<file path="config.mk">
export PLATFORM = sky130hd
export DESIGN_NAME = enemy_slot_controller_flat
export DESIGN_NICKNAME = d
export VERILOG_FILES = /design/src/rtl/enemy_pkg.sv /design/src/rtl/enemy_slot_controller_if.sv /design/src/rtl/slot_prio_enc.sv /design/src/rtl/enemy_slot_controller.sv /design/src/flat_wrapper.sv
export SDC_FILE = /design/constraint.sdc
export NUM_CORES = 1
export LEC_CHECK = 0
export ABC_CLOCK_PERIOD_IN_PS = 6820
export CORE_MARGIN = 2
export CORE_UTILIZATION = 57
export DETAILED_ROUTE_END_ITERATION = 12
export MAX_ROUTING_LAYER = met4
export PLACE_DENSITY_LB_ADDON = 0.25
export SETUP_SLACK_MARGIN = 0.5
export SLEW_MARGIN = 5
export SYNTH_ARGS = -nofsm -noshare
export SYNTH_HDL_FRONTEND = slang
export SYNTH_SLANG_ARGS = --single-unit
export TNS_END_PERCENT = 30
</file>
<file path="constraint.sdc">
create_clock -name clock -period 6.82 [get_ports clock]
set_input_delay 1.023 -clock clock [delete_from_list [all_inputs] [get_ports clock]]
set_output_delay 1.023 -clock clock [all_outputs]
set_load 0.005 [all_outputs]
</file>
<file path="src/rtl/enemy_pkg.sv">
// Shared types and constants for the enemy slot bank.
package enemy_pkg;

  localparam int unsigned NUM_SLOTS_DEF = 8;
  localparam int unsigned SLOT_IDX_W    = $clog2(NUM_SLOTS_DEF);

  typedef logic [SLOT_IDX_W-1:0] slot_idx_t;

  typedef enum logic [1:0] {
    IDLE,
    SEEK,
    PRESENT,
    DONE
  } scan_state_t;

endpackage

</file>
<file path="src/rtl/enemy_slot_controller_if.sv">
// Request/response bundle between wave/collision logic and the slot controller.
interface enemy_slot_controller_if
  import enemy_pkg::*;
#(
  parameter int unsigned NUM_SLOTS = NUM_SLOTS_DEF,
  parameter int unsigned IDX_W     = SLOT_IDX_W
);

  logic                 spawn_req;
  logic                 spawn_ack;
  logic                 spawn_nack;
  logic [IDX_W-1:0]     spawn_idx;
  logic                 kill_req;
  logic [IDX_W-1:0]     kill_idx;
  logic                 clear_all;
  logic                 scan_start;
  logic                 scan_valid;
  logic [IDX_W-1:0]     scan_idx;
  logic                 scan_ready;
  logic                 scan_busy;
  logic                 scan_done;
  logic [NUM_SLOTS-1:0] occupancy;
  logic [IDX_W:0]       free_count;
  logic                 full;
  logic                 empty;
  logic                 wave_clear;

  modport master (
    output spawn_req, kill_req, kill_idx, clear_all, scan_start, scan_ready,
    input  spawn_ack, spawn_nack, spawn_idx, scan_valid, scan_idx, scan_busy,
           scan_done, occupancy, free_count, full, empty, wave_clear
  );

  modport slave (
    input  spawn_req, kill_req, kill_idx, clear_all, scan_start, scan_ready,
    output spawn_ack, spawn_nack, spawn_idx, scan_valid, scan_idx, scan_busy,
           scan_done, occupancy, free_count, full, empty, wave_clear
  );

endinterface

</file>
<file path="src/rtl/slot_prio_enc.sv">
// Lowest-set-bit encoder: reports whether any bit is set and the lowest such index.
module slot_prio_enc #(
  parameter int unsigned W  = 8,
  parameter int unsigned IW = 3
) (
  input  logic [W-1:0]  vec,
  output logic          hit_c,
  output logic [IW-1:0] idx_c
);

  // Descending walk so the lowest set bit is the last one written.
  always_comb begin
    hit_c = |vec;
    idx_c = '0;
    for (int i = int'(W) - 1; i >= 0; i--) begin
      if (vec[i]) idx_c = IW'(i);
    end
  end

endmodule

</file>
<file path="src/rtl/enemy_slot_controller.sv">
// Enemy slot occupancy allocator with a valid/ready scan sequencer.
// Define ENEMY_SLOT_ROUND_ROBIN_EN to rotate the spawn search start after each allocation.
module enemy_slot_controller
  import enemy_pkg::*;
#(
  parameter int unsigned NUM_SLOTS = NUM_SLOTS_DEF,
  parameter int unsigned IDX_W     = SLOT_IDX_W
) (
  input logic                     clock,
  input logic                     reset,
  enemy_slot_controller_if.slave  bus
);

  localparam int unsigned CNT_W = IDX_W + 1;

  logic [NUM_SLOTS-1:0] occ_q, occ_n;
  logic [CNT_W-1:0]     free_count_q, free_count_n;
  logic                 full_q, empty_q;
  logic                 spawn_ack_q, spawn_ack_n, spawn_nack_q, spawn_nack_n;
  logic [IDX_W-1:0]     spawn_idx_q, spawn_idx_n;
  logic                 wave_clear_q, wave_clear_n;

  scan_state_t          state_q, state_n;
  logic [IDX_W-1:0]     ptr_q, ptr_n, scan_idx_q, scan_idx_n;
  logic                 scan_valid_q, scan_valid_n, scan_done_q, scan_done_n, scan_busy_q;

  logic                 free_hit_c, alloc_hit_c, scan_hit_c;
  logic [IDX_W-1:0]     free_idx_c, alloc_idx_c, scan_hit_idx_c;
  logic [NUM_SLOTS-1:0] scan_vec_c;

  slot_prio_enc #(.W(NUM_SLOTS), .IW(IDX_W)) u_free_enc (
    .vec(~occ_q), .hit_c(free_hit_c), .idx_c(free_idx_c)
  );

`ifdef ENEMY_SLOT_ROUND_ROBIN_EN
  logic [IDX_W-1:0]     last_q, rr_start_c, rr_idx_c;
  logic [NUM_SLOTS-1:0] rr_vec_c;
  logic                 rr_hit_c;

  // Free slots at or above the rotating start; fall back to lowest free on wrap.
  always_comb begin
    rr_start_c = (32'(last_q) == NUM_SLOTS - 1) ? '0 : last_q + IDX_W'(1);
    for (int unsigned i = 0; i < NUM_SLOTS; i++) begin
      rr_vec_c[i] = !occ_q[i] && (i >= 32'(rr_start_c));
    end
  end

  slot_prio_enc #(.W(NUM_SLOTS), .IW(IDX_W)) u_rr_enc (
    .vec(rr_vec_c), .hit_c(rr_hit_c), .idx_c(rr_idx_c)
  );

  assign alloc_hit_c = free_hit_c;
  assign alloc_idx_c = rr_hit_c ? rr_idx_c : free_idx_c;

  always_ff @(posedge clock or posedge reset) begin
    if (reset)            last_q <= IDX_W'(NUM_SLOTS - 1);
    else if (spawn_ack_n) last_q <= spawn_idx_n;
  end
`else
  assign alloc_hit_c = free_hit_c;
  assign alloc_idx_c = free_idx_c;
`endif

  // Bank update: kill and spawn both see pre-edge occupancy.
  always_comb begin
    occ_n        = occ_q;
    spawn_ack_n  = 1'b0;
    spawn_nack_n = 1'b0;
    spawn_idx_n  = spawn_idx_q;
    wave_clear_n = 1'b0;
    if (bus.clear_all) begin
      occ_n = '0;
    end else begin
      if (bus.kill_req && (32'(bus.kill_idx) < NUM_SLOTS)) occ_n[bus.kill_idx] = 1'b0;
      if (bus.spawn_req) begin
        if (alloc_hit_c) begin
          occ_n[alloc_idx_c] = 1'b1;
          spawn_ack_n        = 1'b1;
          spawn_idx_n        = alloc_idx_c;
        end else begin
          spawn_nack_n = 1'b1;
        end
      end
      wave_clear_n = bus.kill_req && (occ_q != '0) && (occ_n == '0);
    end
  end

  always_comb begin
    free_count_n = '0;
    for (int unsigned i = 0; i < NUM_SLOTS; i++) begin
      free_count_n = free_count_n + CNT_W'(!occ_n[i]);
    end
  end

  always_ff @(posedge clock or posedge reset) begin
    if (reset) begin
      occ_q        <= '0;
      free_count_q <= CNT_W'(NUM_SLOTS);
      full_q       <= 1'b0;
      empty_q      <= 1'b1;
      spawn_ack_q  <= 1'b0;
      spawn_nack_q <= 1'b0;
      spawn_idx_q  <= '0;
      wave_clear_q <= 1'b0;
    end else begin
      occ_q        <= occ_n;
      free_count_q <= free_count_n;
      full_q       <= &occ_n;
      empty_q      <= ~|occ_n;
      spawn_ack_q  <= spawn_ack_n;
      spawn_nack_q <= spawn_nack_n;
      spawn_idx_q  <= spawn_idx_n;
      wave_clear_q <= wave_clear_n;
    end
  end

  always_comb begin
    for (int unsigned i = 0; i < NUM_SLOTS; i++) begin
      scan_vec_c[i] = occ_q[i] && (i >= 32'(ptr_q));
    end
  end

  slot_prio_enc #(.W(NUM_SLOTS), .IW(IDX_W)) u_scan_enc (
    .vec(scan_vec_c), .hit_c(scan_hit_c), .idx_c(scan_hit_idx_c)
  );

  // Scan FSM next-state; scan_done is raised on entry to DONE so it lines up with that state.
  always_comb begin
    state_n      = state_q;
    ptr_n        = ptr_q;
    scan_idx_n   = scan_idx_q;
    scan_valid_n = scan_valid_q;
    scan_done_n  = 1'b0;
    if (bus.clear_all) begin
      state_n      = IDLE;
      scan_valid_n = 1'b0;
    end else begin
      case (state_q)
        IDLE: begin
          if (bus.scan_start) begin
            ptr_n   = '0;
            state_n = SEEK;
          end
        end
        SEEK: begin
          if (scan_hit_c) begin
            scan_idx_n   = scan_hit_idx_c;
            scan_valid_n = 1'b1;
            state_n      = PRESENT;
          end else begin
            state_n     = DONE;
            scan_done_n = 1'b1;
          end
        end
        PRESENT: begin
          if (bus.scan_ready) begin
            scan_valid_n = 1'b0;
            if (32'(scan_idx_q) == NUM_SLOTS - 1) begin
              state_n     = DONE;
              scan_done_n = 1'b1;
            end else begin
              ptr_n   = scan_idx_q + IDX_W'(1);
              state_n = SEEK;
            end
          end
        end
        DONE:    state_n = IDLE;
        default: state_n = IDLE;
      endcase
    end
  end

  always_ff @(posedge clock or posedge reset) begin
    if (reset) begin
      state_q      <= IDLE;
      ptr_q        <= '0;
      scan_idx_q   <= '0;
      scan_valid_q <= 1'b0;
      scan_done_q  <= 1'b0;
      scan_busy_q  <= 1'b0;
    end else begin
      state_q      <= state_n;
      ptr_q        <= ptr_n;
      scan_idx_q   <= scan_idx_n;
      scan_valid_q <= scan_valid_n;
      scan_done_q  <= scan_done_n;
      scan_busy_q  <= (state_n != IDLE);
    end
  end

  assign bus.spawn_ack  = spawn_ack_q;
  assign bus.spawn_nack = spawn_nack_q;
  assign bus.spawn_idx  = spawn_idx_q;
  assign bus.scan_valid = scan_valid_q;
  assign bus.scan_idx   = scan_idx_q;
  assign bus.scan_busy  = scan_busy_q;
  assign bus.scan_done  = scan_done_q;
  assign bus.occupancy  = occ_q;
  assign bus.free_count = free_count_q;
  assign bus.full       = full_q;
  assign bus.empty      = empty_q;
  assign bus.wave_clear = wave_clear_q;

endmodule
</file>
<file path="src/flat_wrapper.sv">
// flat-port wrapper written by rule: the top's interface ports become plain ports
module enemy_slot_controller_flat import enemy_pkg::*;
#(
  parameter int unsigned NUM_SLOTS = NUM_SLOTS_DEF,
  parameter int unsigned IDX_W     = SLOT_IDX_W
)
  (clock, reset, bus_spawn_req, bus_kill_req, bus_kill_idx, bus_clear_all, bus_scan_start, bus_scan_ready, bus_spawn_ack, bus_spawn_nack, bus_spawn_idx, bus_scan_valid, bus_scan_idx, bus_scan_busy, bus_scan_done, bus_occupancy, bus_free_count, bus_full, bus_empty, bus_wave_clear);
  enemy_slot_controller_if #(.NUM_SLOTS(NUM_SLOTS), .IDX_W(IDX_W)) bus_i ();
  input logic clock;
  input logic reset;
  input wire logic [$bits(bus_i.spawn_req)-1:0] bus_spawn_req;
  input wire logic [$bits(bus_i.kill_req)-1:0] bus_kill_req;
  input wire logic [$bits(bus_i.kill_idx)-1:0] bus_kill_idx;
  input wire logic [$bits(bus_i.clear_all)-1:0] bus_clear_all;
  input wire logic [$bits(bus_i.scan_start)-1:0] bus_scan_start;
  input wire logic [$bits(bus_i.scan_ready)-1:0] bus_scan_ready;
  output wire logic [$bits(bus_i.spawn_ack)-1:0] bus_spawn_ack;
  output wire logic [$bits(bus_i.spawn_nack)-1:0] bus_spawn_nack;
  output wire logic [$bits(bus_i.spawn_idx)-1:0] bus_spawn_idx;
  output wire logic [$bits(bus_i.scan_valid)-1:0] bus_scan_valid;
  output wire logic [$bits(bus_i.scan_idx)-1:0] bus_scan_idx;
  output wire logic [$bits(bus_i.scan_busy)-1:0] bus_scan_busy;
  output wire logic [$bits(bus_i.scan_done)-1:0] bus_scan_done;
  output wire logic [$bits(bus_i.occupancy)-1:0] bus_occupancy;
  output wire logic [$bits(bus_i.free_count)-1:0] bus_free_count;
  output wire logic [$bits(bus_i.full)-1:0] bus_full;
  output wire logic [$bits(bus_i.empty)-1:0] bus_empty;
  output wire logic [$bits(bus_i.wave_clear)-1:0] bus_wave_clear;
  assign bus_i.spawn_req = bus_spawn_req;
  assign bus_i.kill_req = bus_kill_req;
  assign bus_i.kill_idx = bus_kill_idx;
  assign bus_i.clear_all = bus_clear_all;
  assign bus_i.scan_start = bus_scan_start;
  assign bus_i.scan_ready = bus_scan_ready;
  assign bus_spawn_ack = bus_i.spawn_ack;
  assign bus_spawn_nack = bus_i.spawn_nack;
  assign bus_spawn_idx = bus_i.spawn_idx;
  assign bus_scan_valid = bus_i.scan_valid;
  assign bus_scan_idx = bus_i.scan_idx;
  assign bus_scan_busy = bus_i.scan_busy;
  assign bus_scan_done = bus_i.scan_done;
  assign bus_occupancy = bus_i.occupancy;
  assign bus_free_count = bus_i.free_count;
  assign bus_full = bus_i.full;
  assign bus_empty = bus_i.empty;
  assign bus_wave_clear = bus_i.wave_clear;
  enemy_slot_controller #(.NUM_SLOTS(NUM_SLOTS), .IDX_W(IDX_W)) u_core (.clock(clock), .reset(reset), .bus(bus_i));
endmodule
</file>
==> impl_metrics.env <==
export IMPL_p_leak_nw=1.04
export IMPL_syn2layout_area_growth_pct=19.8
export IMPL_fp_dieH_microns=64.3
export IMPL_startpoint_type="input pin"
export IMPL_finalSetupTns_ns=0
export IMPL_final_antenna_net_count=0
export IMPL_ys_seq_area_share_pct=37.6
export IMPL_period_minus_slack_ns=4.53
export IMPL_synth_warnings=0
export IMPL_io_pins=36
export IMPL_yosys_top_cells_area="dfrtp_1, ha_1, a21oi_1"
export IMPL_clk_latency_ns=0.33
export IMPL_initial_utilization_pct=60.6
export IMPL_synth_area_leader_cell="dfrtp_1"
export IMPL_maxCapViolations=0
export IMPL_wire_per_inst_microns=14.8
export IMPL_clkSlewWorstSetupHoldPaths_ns=0.09
export IMPL_rsz0062_at_grt="no"
export IMPL_final_cell_mix="clkdlybuf4s50_1, dfrtp_1, inv_1"
export IMPL_worst_setup_path_end_kind="flip-flop"
export IMPL_grt_pass1_wl_microns=7670
export IMPL_clkPwrFrac_pct=26.5
export IMPL_finalHoldViolations=0
export IMPL_path_buf_inv=5
export IMPL_port_buffers=35
export IMPL_power_switching_w=0.000123
export IMPL_grt_max_degree=32
export IMPL_async_flop_share_pct=100
export IMPL_hold_buffers=0
export IMPL_p_per_area_nw_per_um2=171
export IMPL_seq_power_share_pct=49.7
export IMPL_rrSetupSlack_ns=3.04
export IMPL_cts_sink_count=31
export IMPL_cts_htree_levels=2
export IMPL_setup_viol=0
export IMPL_clockRootBuffer="clkbuf_4"
export IMPL_synth_edff_count=0
export IMPL_route_detailed_drc=0
export IMPL_power_frac_comb_pct=23.7
export IMPL_grt_pass1_vias=1668
export IMPL_die_area_sq_um=4130
export IMPL_r2r_end="u_core.bus.free_count[1]$_DFF_PP0_"
export IMPL_slew_violations=0
export IMPL_cts_resized=0
export IMPL_crit_chain="clkdlybuf4s50_1 > or3_1 > ha_1 > fa_1 > inv_1 > fa_1 > inv_1 > fa_1 > inv_1 > fa_1 > inv_1"
export IMPL_num_fill_cells=259
export IMPL_fin_crit_sh_pct=66.4
export IMPL_crit_slowest_cell="clkdlybuf4s50_1"
export IMPL_drtIter0Drc=116
export IMPL_rows=21
export IMPL_crit_arrival_ns=4.80
export IMPL_whs_endpoint="u_core.bus.spawn_idx[1]$_DFFE_PP0P_"
export IMPL_first_pass_iters=4
export IMPL_p_int_w=0.000301
export IMPL_cts_buffers=5
export IMPL_synth_main_ff_cell="dfrtp_1"
export IMPL_crit_required_ns=7.09
export IMPL_via_per_inst=5.78
export IMPL_dp_hpwl_microns=3290
export IMPL_r2r_cells=13
export IMPL_avgSynthCellArea_sq_um=9.20
export IMPL_netlist_instances=225
export IMPL_die_w_microns=64.3
export IMPL_antenna_found_initial=0
export IMPL_worst_pin_slew_ns=0.827
export IMPL_ys_ff_latch=31
export IMPL_gp_congestion=0.873
export IMPL_r2r_start="u_core.bus.occupancy[1]$_DFF_PP0_"
export IMPL_cpPeakStageDelay_ns=0.83
export IMPL_path_class="in2reg"
export IMPL_holdPathStages=2
export IMPL_ir_worst_vdd_v=0.000134
export IMPL_drive_gt1_share_pct=11.6
export IMPL_coreArea_sq_um=3420
export IMPL_fmaxAchievable_mhz=221
export IMPL_status="finished, final reports clean"
export IMPL_final_net_count=282
export IMPL_crit_fanout=20
export IMPL_crit_cells=11
export IMPL_wl_microns=4510
export IMPL_syn_nets=249
export IMPL_vias=1764
export IMPL_grt_use_total_pct=24.7
export IMPL_switching_share_pct=29.0
export IMPL_hold_path_class="reg2reg"
export IMPL_overflow=0
export IMPL_post_cts_setup_buffers=0
export IMPL_relSlewSlack_pct=44.7
export IMPL_layout_commonest_cell="clkdlybuf4s50_1"
export IMPL_final_util_pct=72.6
export IMPL_n_antenna_cell=0
export IMPL_cts_buffer_depth=2
export IMPL_syn_area_sq_um=2070
export IMPL_synth_distinct_cells=59
export IMPL_cp_top_family="adder cells"
export IMPL_cts_tree="yes"
export IMPL_clock_skew_ns=0.0148
export IMPL_min_from="u_core.bus.spawn_idx[1]$_DFFE_PP0P_"
export IMPL_synth_top_area_share_pct=35.1
-- synth_stat cells, drive strengths merged (2+ instances only) --
master	number
a211oi	2
dfstp	2
nand3	7
nor4b	3
mux2i	2
inv	25
and3	3
fa	4
a21o	2
nand3b	2
and2	2
nor2b	6
nand4	4
nand2	16
dfrtp	29
a21boi	4
ha	10
nor3	5
and4	3
a21oi	22
nand2b	5
mux2	2
nor2	14
nor4	2
o21ai	15
o31ai	4
nor3b	4
buf	9
-- sequential cells by signal (all words and copies together) (netlist names) --
signal / count
u_core.bus.free_count: 4
u_core.bus.scan_idx: 3
u_core.ptr_q: 3
u_core.state_q: 2
u_core.bus.scan_valid: 1
u_core.bus.scan_busy: 1
u_core.bus.full: 1
u_core.bus.occupancy: 8
u_core.bus.wave_clear: 1
u_core.bus.spawn_ack: 1
u_core.bus.spawn_nack: 1
u_core.bus.empty: 1
u_core.bus.scan_done: 1
u_core.bus.spawn_idx: 3
-- layer usage --
| layer | vias to the layer above | track usage (%) | part of all wire, % |
|---|---|---|---|
| li1 | 856 | - | - |
| met1 | 837 | 31.4 | 45 |
| met2 | 63 | 39.6 | 48 |
| met3 | 8 | 5.99 | 5.4 |
| met4 | 0 | 7.18 | 1.4 |
| met5 | - | - | 0 |
-- stage by stage --
stage	power, W	cell area (sq um)	std cells	hold slack [ns]	setup WS (ns)
floorplan	0.000272	2070	225	0.473	2.91
global placement	0.000311	2420	297	0.465	2.13
detailed placement	0.000314	2420	297	0.482	2.02
CTS	0.000427	2480	305	0.503	2.32
global route	0.000450	2480	305	0.517	2.16
finish	0.000423	2480	305	0.505	2.29
-- kinds of logic (layout without fill, tap and decap cells) --
logic type,Yosys count,after routing,synth area share [%]
AO/OA/AOI/OAI,60,60,19.3
XOR/XNOR,1,1,0.423
adder cells (fa/ha/maj),14,14,9.92
buffers and inverters,35,69,7.68
flip-flops,31,31,37.6
multiplexers,4,4,2.24
AND/OR/NAND/NOR,80,80,22.8
-- worst min-delay path, cell delays in order (launching register included) --
cell	delay, ns
dfrtp_1	0.36
nand2_1	0.05
o31ai_1	0.06
-- cell type report --
type	instances	area, sq um	area share, %
clock buffer	7	55.1	2.22
inverter	25	93.8	3.78
clock inverter	1	5.00	0.202
timing repair buffer	36	358	14.4
tap	46	57.6	2.32
multi-input combinational	159	1130	45.7
sequential	31	778	31.4
-- power by group through the flow --
stage	Clock [W]	Sequential, W	Combinational [W]
6_report	0.000112	0.000211	0.000100
5_1_grt	0.000125	0.000213	0.000113
4_1_cts	0.000116	0.000210	0.000101
3_5_place_dp	0	0.000214	0.0000998
3_3_place_gp	0	0.000214	0.0000974
2_1_floorplan	0	0.000211	0.0000604
-- worst max-delay path by stage --
stage	startpoint	end
finish	bus_clear_all	u_core.bus.free_count[1]$_DFF_PP0_
global route	bus_clear_all	u_core.bus.free_count[1]$_DFF_PP0_
CTS	bus_clear_all	u_core.bus.free_count[1]$_DFF_PP0_
detailed placement	bus_clear_all	u_core.bus.free_count[1]$_DFF_PP0_
global placement	bus_clear_all	u_core.bus.free_count[1]$_DFF_PP0_
floorplan	bus_clear_all	u_core.bus.free_count[1]$_DFF_PP0_
Note: power is estimated with default switching activity, not from simulation.
==> RTL edit: new RTL, same settings <==
`NUM_SLOTS_DEF`: 8 -> 16.
--- a/src/rtl/enemy_pkg.sv
+++ b/src/rtl/enemy_pkg.sv
@@ -3,3 +3,3 @@
 
-  localparam int unsigned NUM_SLOTS_DEF = 8;
+  localparam int unsigned NUM_SLOTS_DEF = 16;
   localparam int unsigned SLOT_IDX_W    = $clog2(NUM_SLOTS_DEF);
Interface: changed (5 resized); port bits go from 36 to 48. No check against the original RTL was run, so the function may have changed too.
==> RTL edit against the unedited design <==
Setup slack got worse by 1.0 ns. Total power rose by 49%. Clock skew fell by 0.0048 ns. Via count rose by 88%. Routed wire length rose by 130%. Count of clock-buffer cells in the layout fell by 1. Sequential cell count rose by 12. Global-route usage rose by 9.1 points. Synthesized area rose by 63%. Sequential power rose by 36%. Cell area rose by 61%. Largest power group unchanged.
==> RTL edit: results (changes against the unedited design) <==
[status]
status=complete, no violations

[detailed_routing]
wl_per_cell_um=19.8  ; +34%
first_pass_iters=6  ; +2
first_iter_violations=262  ; +130%

[cts]
insertion_delay_ns=0.31  ; -0.02 ns
root_buffer=clkbuf_8

[grt]
grt_first_pass_wirelength_um=16200  ; +110%
grt_pass1_vias=3085  ; +85%
grt_max_degree=44  ; +38%
track_usage=0.338  ; +0.0906
grtUsageMet2=0.545  ; +0.149
grt_use_met3=0.0500  ; -0.00986
met1_usage=0.442  ; +0.127

[synth]
ys_seq_area_frac=0.319  ; -0.0566
synth_mux_area_frac=0.0126  ; -0.00977
synthesis.nets=443  ; +78%
synth.area.top_cells=dfrtp_1 (30%), fa_1 (5.9%), ha_1 (4.8%)
synth_compound_area_frac=0.246  ; +0.0523
yosys.area_share.adder=0.107  ; +0.00833
synth.distinct_cells=69  ; +17%
synthXorXnorAreaFrac=0.0104  ; +0.00615

[place]
gp_congestion=0.987  ; +13%
dpl-instance-area_mm2=0.00387  ; +60%
dp_hpwl_um=7750  ; +140%

[worst_setup_path]
r2r-end=u_core.bus.free_count[4]
max_stage_delay_ns=0.56  ; -0.27 ns
endpoint=u_core.bus.free_count[4]
critPathLaunch=bus_kill_req
cp.arrival_ns=5.80  ; +1.00 ns
cp_top_family=adder cells
rrSetupSlack_ns=1.40  ; -1.64 ns
crit_fanout=6  ; -70%

[min_path]
hold-path-cell-count=1  ; -1
min_from=u_core.bus.spawn_idx[0]
hold_end=u_core.bus.spawn_idx[0]
min_path_type=reg2reg

[sta]
holdWs_ns=0.491  ; -0.0146 ns
tightest_slew_ns=1.02  ; +0.196 ns

[power_and_ir_drop]
p_switching_mw=0.177  ; +44%
p_leak_nw=1.70  ; +63%
powerSeq_mw=0.286  ; +36%
clock_power_mw=0.214  ; +91%

[final_layout]
largest_reg_flops=16  ; +8
nNetsFinal=479  ; +70%
drive_gt1_frac=0.0538  ; -0.0620

## RTL edit: changes by cell type after synthesis, sizes merged, moves of 7 or more
| cell | delta |
|---|---|
| clkbuf | +10 |
| nor2 | +15 |
| inv | +13 |
| nand3 | +12 |
| a21oi | +7 |
| a21o | +8 |
| dfrtp | +12 |
| o21ai | +19 |
| nand2 | +24 |
## RTL edit: layer usage
layer | up-vias | routed length [um] | part of all wire
met5 | - | 0 | 0
met1 | 1587 | 4270 | 0.41
li1 | 1530 | - | -
met4 | 0 | 327 | 0.032
met2 | 164 | 4990 | 0.48
met3 | 30 | 718 | 0.070
## RTL edit: area by class of cell
class                      count  area (um^2)  area share
timing repair buffer          49          485       0.122
clock buffer                   6         82.6      0.0207
clock inverter                 2         35.0     0.00879
sequential                    43         1080       0.271
multi-input combinational    307         2060       0.518
inverter                      39          146      0.0367
tap                           75         93.8      0.0235
## RTL edit: stage by stage
| step | instances | worst slack [ns] | power (mW) | util |
|---|---|---|---|---|
| 3_5_place_dp | 513 | 0.964 | 0.422 | 0.665 |
| 4_1_cts | 521 | 1.26 | 0.630 | 0.685 |
| 3_3_place_gp | 513 | 1.02 | 0.417 | 0.665 |
| 6_report | 521 | 1.27 | 0.631 | 0.685 |
| 5_1_grt | 521 | 1.07 | 0.656 | 0.685 |
| 2_1_floorplan | 409 | 1.69 | 0.364 | - |
## RTL edit: worst register-to-register path, delay by kind of cell, from the launching register on
kind | cells | cell delay [ns]
buffers and inverters | 1 | 0.05
flip-flops | 1 | 0.70
AND/OR/NAND/NOR | 3 | 0.62
AO/OA/AOI/OAI | 3 | 1.21
adder cells (fa/ha/maj) | 6 | 2.79
